==> src/rtl/gf180mcu_fd_sc_mcu9t5v0__capbank_pkg.sv <==
// ----------------------------------------------------------------------------
// gf180mcu_fd_sc_mcu9t5v0__capbank_pkg : sequencer states and level decoder
// Rev 1.0
// ----------------------------------------------------------------------------
`default_nettype none

package gf180mcu_fd_sc_mcu9t5v0__capbank_pkg;

  typedef enum logic [1:0] {
    ST_OFF       = 2'd0,
    ST_RAMP_UP   = 2'd1,
    ST_ON        = 2'd2,
    ST_RAMP_DOWN = 2'd3
  } state_e;

  // Low lvl bits set, clipped to the bank count (at most 16 banks).
  function automatic logic [15:0] lvl2therm(input int unsigned lvl, input int unsigned nbank);
    logic [15:0] therm;
    therm = '0;
    for (int unsigned i = 0; i < 16; i++) begin
      therm[i] = (i < lvl) && (i < nbank);
    end
    return therm;
  endfunction

endpackage

`default_nettype wire

==> src/rtl/gf180mcu_fd_sc_mcu9t5v0__capbank_dwell.sv <==
// ----------------------------------------------------------------------------
// gf180mcu_fd_sc_mcu9t5v0__capbank_dwell : loadable dwell down-counter
// Rev 1.0
// ----------------------------------------------------------------------------
`default_nettype none

module gf180mcu_fd_sc_mcu9t5v0__capbank_dwell
  import gf180mcu_fd_sc_mcu9t5v0__capbank_pkg::*;
#(
  parameter int DWELL = 8,
  parameter int CW    = 8
) (
`ifdef USE_POWER_PINS
  inout wire  VDD,
  inout wire  VSS,
`endif
  input  logic CLK,
  input  logic RN,
  input  logic LOAD,
  output logic TC
);

  localparam logic [CW-1:0] RELOAD  = CW'(DWELL - 1);
  localparam logic [CW-1:0] CNT_ONE = CW'(1);

  logic [CW-1:0] cnt_q;
  logic [CW-1:0] cnt_d;

  // Counter parks at zero, so TC stays high outside a ramp.
  always_comb begin
    cnt_d = cnt_q;
    if (LOAD) begin
      cnt_d = RELOAD;
    end else if (cnt_q != '0) begin
      cnt_d = cnt_q - CNT_ONE;
    end
  end

  always_ff @(posedge CLK) begin
    if (!RN) begin
      cnt_q <= '0;
    end else begin
      cnt_q <= cnt_d;
    end
  end

  assign TC = (cnt_q == '0);

endmodule

`default_nettype wire

==> src/rtl/gf180mcu_fd_sc_mcu9t5v0__capbank_seq.sv <==
// ----------------------------------------------------------------------------
// gf180mcu_fd_sc_mcu9t5v0__capbank_seq : staged decap-bank enable sequencer
// Rev 1.0
// ----------------------------------------------------------------------------
`default_nettype none

module gf180mcu_fd_sc_mcu9t5v0__capbank_seq
  import gf180mcu_fd_sc_mcu9t5v0__capbank_pkg::*;
#(
  parameter int NBANK = 4,
  parameter int DWELL = 8,
  parameter int CW    = 8
) (
`ifdef USE_POWER_PINS
  inout wire               VDD,
  inout wire               VSS,
`endif
  input  logic             CLK,
  input  logic             RN,
  input  logic             EN,
  output logic [NBANK-1:0] BANK_EN,
  output logic             READY,
  output logic             BUSY
);

  localparam int            LW      = $clog2(NBANK + 1);
  localparam logic [LW-1:0] LVL_TOP = LW'(NBANK);
  localparam logic [LW-1:0] LVL_ONE = LW'(1);

  state_e            state_q;
  state_e            state_d;
  logic [LW-1:0]     lvl_q;
  logic [LW-1:0]     lvl_d;
  logic              load_d;
  logic              tc;
  logic [NBANK-1:0]  therm_d;

  gf180mcu_fd_sc_mcu9t5v0__capbank_dwell #(
    .DWELL (DWELL),
    .CW    (CW)
  ) u_dwell (
`ifdef USE_POWER_PINS
    .VDD  (VDD),
    .VSS  (VSS),
`endif
    .CLK  (CLK),
    .RN   (RN),
    .LOAD (load_d),
    .TC   (tc)
  );

  // Reversals take priority over a pending step; every level change reloads the dwell.
  always_comb begin
    state_d = state_q;
    lvl_d   = lvl_q;
    load_d  = 1'b0;
    case (state_q)
      ST_OFF: begin
        if (EN) begin
          state_d = ST_RAMP_UP;
          lvl_d   = LVL_ONE;
          load_d  = 1'b1;
        end
      end
      ST_RAMP_UP: begin
        if (lvl_q == LVL_TOP) begin
          // Only reachable with a single bank: the ramp state lasts one edge.
          if (EN) begin
            state_d = ST_ON;
          end else begin
            state_d = ST_RAMP_DOWN;
            lvl_d   = LVL_TOP - LVL_ONE;
            load_d  = 1'b1;
          end
        end else if (!EN) begin
          state_d = ST_RAMP_DOWN;
          load_d  = 1'b1;
        end else if (tc) begin
          lvl_d  = lvl_q + LVL_ONE;
          load_d = 1'b1;
          if (lvl_d == LVL_TOP) state_d = ST_ON;
        end
      end
      ST_ON: begin
        if (!EN) begin
          state_d = ST_RAMP_DOWN;
          lvl_d   = LVL_TOP - LVL_ONE;
          load_d  = 1'b1;
        end
      end
      ST_RAMP_DOWN: begin
        if (lvl_q == '0) begin
          if (!EN) begin
            state_d = ST_OFF;
          end else begin
            state_d = ST_RAMP_UP;
            lvl_d   = LVL_ONE;
            load_d  = 1'b1;
          end
        end else if (EN) begin
          state_d = ST_RAMP_UP;
          load_d  = 1'b1;
        end else if (tc) begin
          lvl_d  = lvl_q - LVL_ONE;
          load_d = 1'b1;
          if (lvl_d == '0) state_d = ST_OFF;
        end
      end
      default: begin
        state_d = ST_OFF;
        lvl_d   = '0;
      end
    endcase
  end

  assign therm_d = NBANK'(lvl2therm(32'(lvl_d), NBANK));

  always_ff @(posedge CLK) begin
    if (!RN) begin
      state_q <= ST_OFF;
      lvl_q   <= '0;
      BANK_EN <= '0;
      READY   <= 1'b0;
      BUSY    <= 1'b0;
    end else begin
      state_q <= state_d;
      lvl_q   <= lvl_d;
      BANK_EN <= therm_d;
      READY   <= (state_d == ST_ON);
      BUSY    <= (state_d == ST_RAMP_UP) || (state_d == ST_RAMP_DOWN);
    end
  end

endmodule

`default_nettype wire
==> config.mk <==
export PLATFORM = sky130hd
export DESIGN_NAME = gf180mcu_fd_sc_mcu9t5v0__capbank_seq
export DESIGN_NICKNAME = d
export VERILOG_FILES = /design/src/rtl/gf180mcu_fd_sc_mcu9t5v0__capbank_pkg.sv /design/src/rtl/gf180mcu_fd_sc_mcu9t5v0__capbank_dwell.sv /design/src/rtl/gf180mcu_fd_sc_mcu9t5v0__capbank_seq.sv
export SDC_FILE = /design/constraint.sdc
export NUM_CORES = 1
export LEC_CHECK = 0
export BUFFER_PORTS_ARGS = -buffer_cell sky130_fd_sc_hd__buf_2
export CAP_MARGIN = 20
export CORE_MARGIN = 1.5
export CORE_UTILIZATION = 45
export CTS_CLUSTER_SIZE = 8
export DETAILED_ROUTE_END_ITERATION = 7
export GPL_ROUTABILITY_DRIVEN = 0
export GPL_TIMING_DRIVEN = 0
export HOLD_SLACK_MARGIN = 0.12
export PLACE_DENSITY = 0.67
export SLEW_MARGIN = 20
export SYNTH_ARGS = -nofsm -noshare
export SYNTH_HDL_FRONTEND = slang
export SYNTH_SLANG_ARGS = --single-unit
==> constraint.sdc <==
create_clock -name CLK -period 2.9 [get_ports CLK]
set_clock_uncertainty 0.05 [all_clocks]
set_input_delay 0.29 -clock CLK [delete_from_list [all_inputs] [get_ports CLK]]
set_output_delay 0.29 -clock CLK [all_outputs]
set_load 0.02 [all_outputs]
**Yosys cells after proc, flatten, opt, wreduce, memory -nomap -nowiden**

Index checks and enable logic that the tools add are counted.

- Input bits: 3
- Output and inout port bits: 6
- RAM bits: 0
- ROM bits: 0
- Bits in latches: 0
- Register bits: 19
- Logic and storage cells: 63
- Memories: 0

- Reductions and logical operators: 8
- $mul: 0
- Muxes and demuxes: 32
- Divide/modulo/power cells: 0
- Shifts and indexed selects: 0
- Order comparisons: 4
- Add/subtract/negate cells: 3
- Equal/unequal tests: 8
- Bitwise operators: 1

Operator list:

| operator | number |
|---|---|
| $mux W3 | 10 |
| $mux W2 | 10 |
| $pmux W3 S4 | 1 |
| $mux W1 | 9 |
| $eq A2 B2 Y1 const B | 4 |
| $logic_not A8 Y1 | 1 |
| $pmux W2 S4 | 1 |
| $reduce_bool A8 Y1 | 1 |
| $sub A8 B1 Y8 const B | 1 |
| $eq A3 B3 Y1 const B | 2 |
| $logic_not A3 Y1 | 2 |
| $lt A1 B3 Y1 const A | 2 |
| $lt A2 B3 Y1 const A | 2 |
| $eq A2 B1 Y1 const B | 2 |
| $pmux W1 S4 | 1 |
| $add A3 B1 Y3 const B | 1 |
| $sub A3 B1 Y3 const B | 1 |
| $logic_not A2 Y1 | 1 |
| $reduce_bool A2 Y1 | 1 |
| $reduce_or A2 Y1 | 1 |
| $logic_or A1 B1 Y1 | 1 |
| $not A1 Y1 | 1 |

**Logic depth before layout (Yosys ltp)**

- Depth in word-level cells: 9
- Depth in mapped cells: 8
- Gate-level depth less buffers: 7

**Hierarchy**

A second synthesis with hierarchy kept.

- Cell total of the unflattened synthesis: 139
- Area total of the unflattened synthesis: 1139.8 µm²

By module, submodules not included:

| module | area an instance (µm²) | cells an instance | times used | seq. area each (µm²) |
|---|---|---|---|---|
| gf180mcu_fd_sc_mcu9t5v0__capbank_seq | 735.7 | 92 | 1 | 180.2 |
| gf180mcu_fd_sc_mcu9t5v0__capbank_dwell | 404.1 | 47 | 1 | 160.2 |

**Worst setup path after synthesis**

OpenSTA, ideal clock, no wires.

- Path kind: reg-to-reg
- From: register u_dwell.cnt_q[0]
- To: register BANK_EN[0]
- Path buffers: 1
- Slack: 0.866 ns
- Arrival time: 1.847 ns
- Period minus slack after synthesis: 2.034 ns
- Data required time: 2.713 ns
- Setup time: 0.137 ns
- Stages on the path, launching flop included: 9
- Path through: dfxtp_1 > inv_1 > ha_1 > or3b_1 > buf_2 > nor2_4 > a311oi_2 > o41ai_4 > o211ai_2

- Cells in the longest elaborated chain, start to end: 6
- Elaborated cells on any way between the ends: 9
- Classes of those cells: order compare: 1; mux: 7; reduce/logical: 1

Ends and longest elaborated chain:

| what | line | text |
|---|---|---|
| from (decl) | gf180mcu_fd_sc_mcu9t5v0__capbank_dwell.sv:26 | `logic [CW-1:0] cnt_q;` |
| from (signal assigned) | gf180mcu_fd_sc_mcu9t5v0__capbank_dwell.sv:43 | `cnt_q <= cnt_d;` |
| $logic_not A8 Y1 (*) | gf180mcu_fd_sc_mcu9t5v0__capbank_dwell.sv:47 | `assign TC = (cnt_q == '0);` |
| $mux W3 (on tied branches) | gf180mcu_fd_sc_mcu9t5v0__capbank_seq.sv:103, gf180mcu_fd_sc_mcu9t5v0__capbank_seq.sv:78 |  |
| $mux W3 (on tied branches) | gf180mcu_fd_sc_mcu9t5v0__capbank_seq.sv:100, gf180mcu_fd_sc_mcu9t5v0__capbank_seq.sv:75 |  |
| $mux W3 (on tied branches) | gf180mcu_fd_sc_mcu9t5v0__capbank_seq.sv:92, gf180mcu_fd_sc_mcu9t5v0__capbank_seq.sv:66 |  |
| $pmux W3 S4 (*) | gf180mcu_fd_sc_mcu9t5v0__capbank_seq.sv:57 | `case (state_q)` |
| $lt A1 B3 Y1 (*) | gf180mcu_fd_sc_mcu9t5v0__capbank_pkg.sv:21 | `therm[i] = (i < lvl) && (i < nbank);` |
| to (signal assigned) | gf180mcu_fd_sc_mcu9t5v0__capbank_seq.sv:128 | `BANK_EN <= therm_d;` |
| to (decl) | gf180mcu_fd_sc_mcu9t5v0__capbank_seq.sv:21 | `output logic [NBANK-1:0] BANK_EN,` |

Mark *: on every way between the ends. The rest lies on a longest branch, timed or not.
A chain may end at the register's enable or synchronous reset.

**Final worst setup path**

- From: register lvl_q[0]
- To: register BANK_EN[0]

- Cells in the longest elaborated chain, start to end: 6
- Elaborated cells on any way between the ends: 14
- Classes of those cells: add/sub: 2; order compare: 1; eq/ne: 1; mux: 9; reduce/logical: 1

Ends and longest elaborated chain:

| what | line | text |
|---|---|---|
| from (decl) | gf180mcu_fd_sc_mcu9t5v0__capbank_seq.sv:32 | `logic [LW-1:0] lvl_q;` |
| from (signal assigned) | gf180mcu_fd_sc_mcu9t5v0__capbank_seq.sv:127 | `lvl_q <= lvl_d;` |
| $sub A3 B1 Y3 or $add A3 B1 Y3 (tied branches) | gf180mcu_fd_sc_mcu9t5v0__capbank_seq.sv:104, gf180mcu_fd_sc_mcu9t5v0__capbank_seq.sv:79 |  |
| $mux W3 (on tied branches) | gf180mcu_fd_sc_mcu9t5v0__capbank_seq.sv:103, gf180mcu_fd_sc_mcu9t5v0__capbank_seq.sv:78 |  |
| $mux W3 (on tied branches) | gf180mcu_fd_sc_mcu9t5v0__capbank_seq.sv:100, gf180mcu_fd_sc_mcu9t5v0__capbank_seq.sv:75 |  |
| $mux W3 (on tied branches) | gf180mcu_fd_sc_mcu9t5v0__capbank_seq.sv:92, gf180mcu_fd_sc_mcu9t5v0__capbank_seq.sv:66 |  |
| $pmux W3 S4 (*) | gf180mcu_fd_sc_mcu9t5v0__capbank_seq.sv:57 |  |
| $lt A1 B3 Y1 (*) | gf180mcu_fd_sc_mcu9t5v0__capbank_pkg.sv:21 |  |

Marks and branches as above.

==> impl_metrics.tcl <==
set metrics [dict create \
    ir_drop_mv 0.3774 \
    reg2reg_from "lvl_q[0]" \
    cts.repair.resized 0 \
    tightest_slew_ps 491.4 \
    syn-cell-area_um2 1139 \
    antenna_found_initial 0 \
    worst-setup-path-type "reg2reg" \
    nets 156 \
    htree_levels 1 \
    r2r_cells 7 \
    setup_viol 0 \
    netlist_top_cells_area "dfxtp_1 (30%), ha_1 (6.6%), nor2_1 (4.3%)" \
    endpoint_kind "flop" \
    cts_root_buffer "clkbuf_4" \
    leakage_nw 0.4954 \
    tns_ps 0 \
    hold_slack_ps 370.3 \
    cts_buffers 3 \
    via_count 1051 \
    status "complete, no violations" \
    clk_path_buf_depth 2 \
    reg2reg_to "BANK_EN[0]" \
    crit_required_ps 3020 \
    fmax_mhz 408.2 \
    grt_pass1_vias 999 \
    core.rowCount 18 \
    synth_area_per_cell_um2 8.372 \
    clk_latency_ps 290 \
    syn-num-nets 145 \
    drc 0 \
    regArea_um2 340.3 \
    max_cap_viol_count 0 \
    drt_wl_total_um 2517 \
    start_util_pct 46.81 \
    grtUsageTotal_pct 20.93 \
    cp_data_arrival_time_ps 2570 \
    grt_pass1_wl_um 4360 \
    share_seq_of_total_power_pct 36.0 \
    power_density_nw_per_um2 708.9 \
    synthDistinctLibCells 47 \
    multi_input_area_um2 706.9 \
    numPlacedInstances 172 \
    yosys_warnings 0 \
    fp.dieH_um 53.30 \
    diodes 0 \
    vias_per_cell 5.972 \
    cts_setup_buffers 0 \
    dp_hpwl_um 1956 \
    internal-power_uw 497.5 \
    fin_cells 176 \
    rsz0062_at_grt "false" \
    yosysTopAreaCell "dfxtp_1" \
    rrSetupSlack_ps 450 \
    area.growth.synth_to_final_pct 8.351 \
    synth-seq-area-share_pct 29.89 \
    firstDrtPassIters 4 \
    critPathLaunchType "flop" \
    synth-edff-count 0 \
    nFillCells 240 \
    drt_iter0_drc 35 \
    fin_crit_sh_pct 84.48 \
    cts.sinks 17 \
    synth_seq_cells 17 \
    p_sw_share_pct 43.11 \
    die_w_um 53.30 \
    hold_viol 0 \
    dpl_worst_slack_ps 502.2 \
    whs_endpoint "state_q[1]" \
    setup_slack_ps 450.0 \
    async_flop_share_pct 0 \
    wl_per_cell_um 14.30 \
    cts_tree "yes" \
    hold_path_class "in2reg" \
    utilization_pct 50.72 \
    power_frac_clock_pct 14.1 \
    fin_crit_ps 2450 \
    port_buffers 6 \
    synthCells 136 \
    grt_max_degree 11 \
    maxSlewHeadroom_pct 67.17 \
    synth_flop_cell "dfxtp_1" \
    cp_max_fo 7 \
    holdBufCountCts 0 \
    synth_top_area_share_pct 29.89 \
    grt_overflow_total 0 \
    p_sw_uw 377.0 \
    min_from "RN" \
    clk_pin_slew_worst_paths_ps 100 \
    drv_slew 0 \
    die-area_um2 2841 \
    final_antenna_net_count 0 \
    p_comb_share_pct 49.8 \
    drive_gt1_share_pct 15.75 \
    hold_path_depth 3 \
    io_pins 9 \
    coreArea_um2 2432 \
]
[routing by layer]
metal | share of wire, % | GRT usage (%) | vias up
li1 | - | - | 511
met1 | 45 | 25.98 | 499
met2 | 50 | 34.36 | 35
met3 | 3.9 | 3.107 | 6
met4 | 1.9 | 11.11 | 0
met5 | 0 | 0 | -
[Yosys cell counts, types with 2 or more instances]
cell type  count
a21oi_1        8
nor2_1        13
xnor2_1        5
nand3_1        4
and2_1         2
nor4_1         4
nor3_1         2
o21ai_0        5
a41oi_1        2
ha_1           6
a31oi_1        3
nand2_1        9
nand2b_1       2
buf_2          4
inv_1         10
o21a_1         4
clkbuf_1       3
nor2b_1        2
dfxtp_1       17
o31ai_1        3
xor2_1         2
[per-stage QoR]
stage / cell area, um2 / power (mW)
6_report: 1234 / 0.8745
3_5_place_dp: 1206 / 0.7509
3_3_place_gp: 1206 / 0.7405
5_1_grt: 1234 / 0.9476
2_1_floorplan: 1139 / 0.6560
4_1_cts: 1234 / 0.8757
[cell families after synthesis]
kind of cell	count (synthesis)	synth area share, %
fa+ha+maj	6	6.593
compound gates	38	25.82
simple gates	48	24.29
xor+xnor	7	5.385
flops	17	29.89
buf+inv	20	8.022
[placed cells by master (no fill, tap or decap), types with 4 or more instances in the layout]
cell type  count
dfxtp_1       17
nor2_1        13
inv_1         10
buf_2         10
nand2_1        9
a21oi_1        8
ha_1           6
xnor2_1        5
o21ai_0        5
nand3_1        4
o21a_1         4
nor4_1         4
[flip-flops by register name (all words and copies together) (netlist names)]
name,count
u_dwell.cnt_q,8
lvl_q,2
BANK_EN,4
READY,1
state_q,2
[cell type report]
| cell class | count | share of cell area [%] |
|---|---|---|
| inverters | 11 | 3.347 |
| well taps | 30 | 3.043 |
| plain buffers | 9 | 4.057 |
| repair buffers | 6 | 2.434 |
| flip-flops and latches | 17 | 27.59 |
| clock inverters | 1 | 0.4057 |
| clock buffers | 3 | 1.826 |
| multi-input cells | 99 | 57.30 |
[power by group through the flow]
stage          combinational, mW  clock (mW)  sequential [mW]
6_report                   0.436       0.124            0.315
5_1_grt                    0.486       0.140            0.322
4_1_cts                    0.433       0.127            0.315
3_5_place_dp               0.430           0            0.321
3_3_place_gp               0.423           0            0.318
2_1_floorplan              0.326           0            0.330
[worst max path at each step]
stage / start / to / slack, ps / cells past startpoint
floorplan: u_dwell.cnt_q[0] / BANK_EN[0] / 870 / 8
global placement: lvl_q[0] / BANK_EN[0] / 560 / 7
detailed placement: lvl_q[0] / BANK_EN[0] / 500 / 7
CTS: lvl_q[0] / BANK_EN[0] / 490 / 7
global route: lvl_q[0] / BANK_EN[0] / 270 / 7
finish: lvl_q[0] / BANK_EN[0] / 450 / 7
[worst max-delay path: stages (launching register included)]
cell	delay [ps]
dfxtp_1	400
inv_1	160
ha_1	300
nor2b_1	460
o31ai_1	140
a311o_1	380
a32oi_1	340
o211ai_2	100
Power figures use the tool's default switching activity.
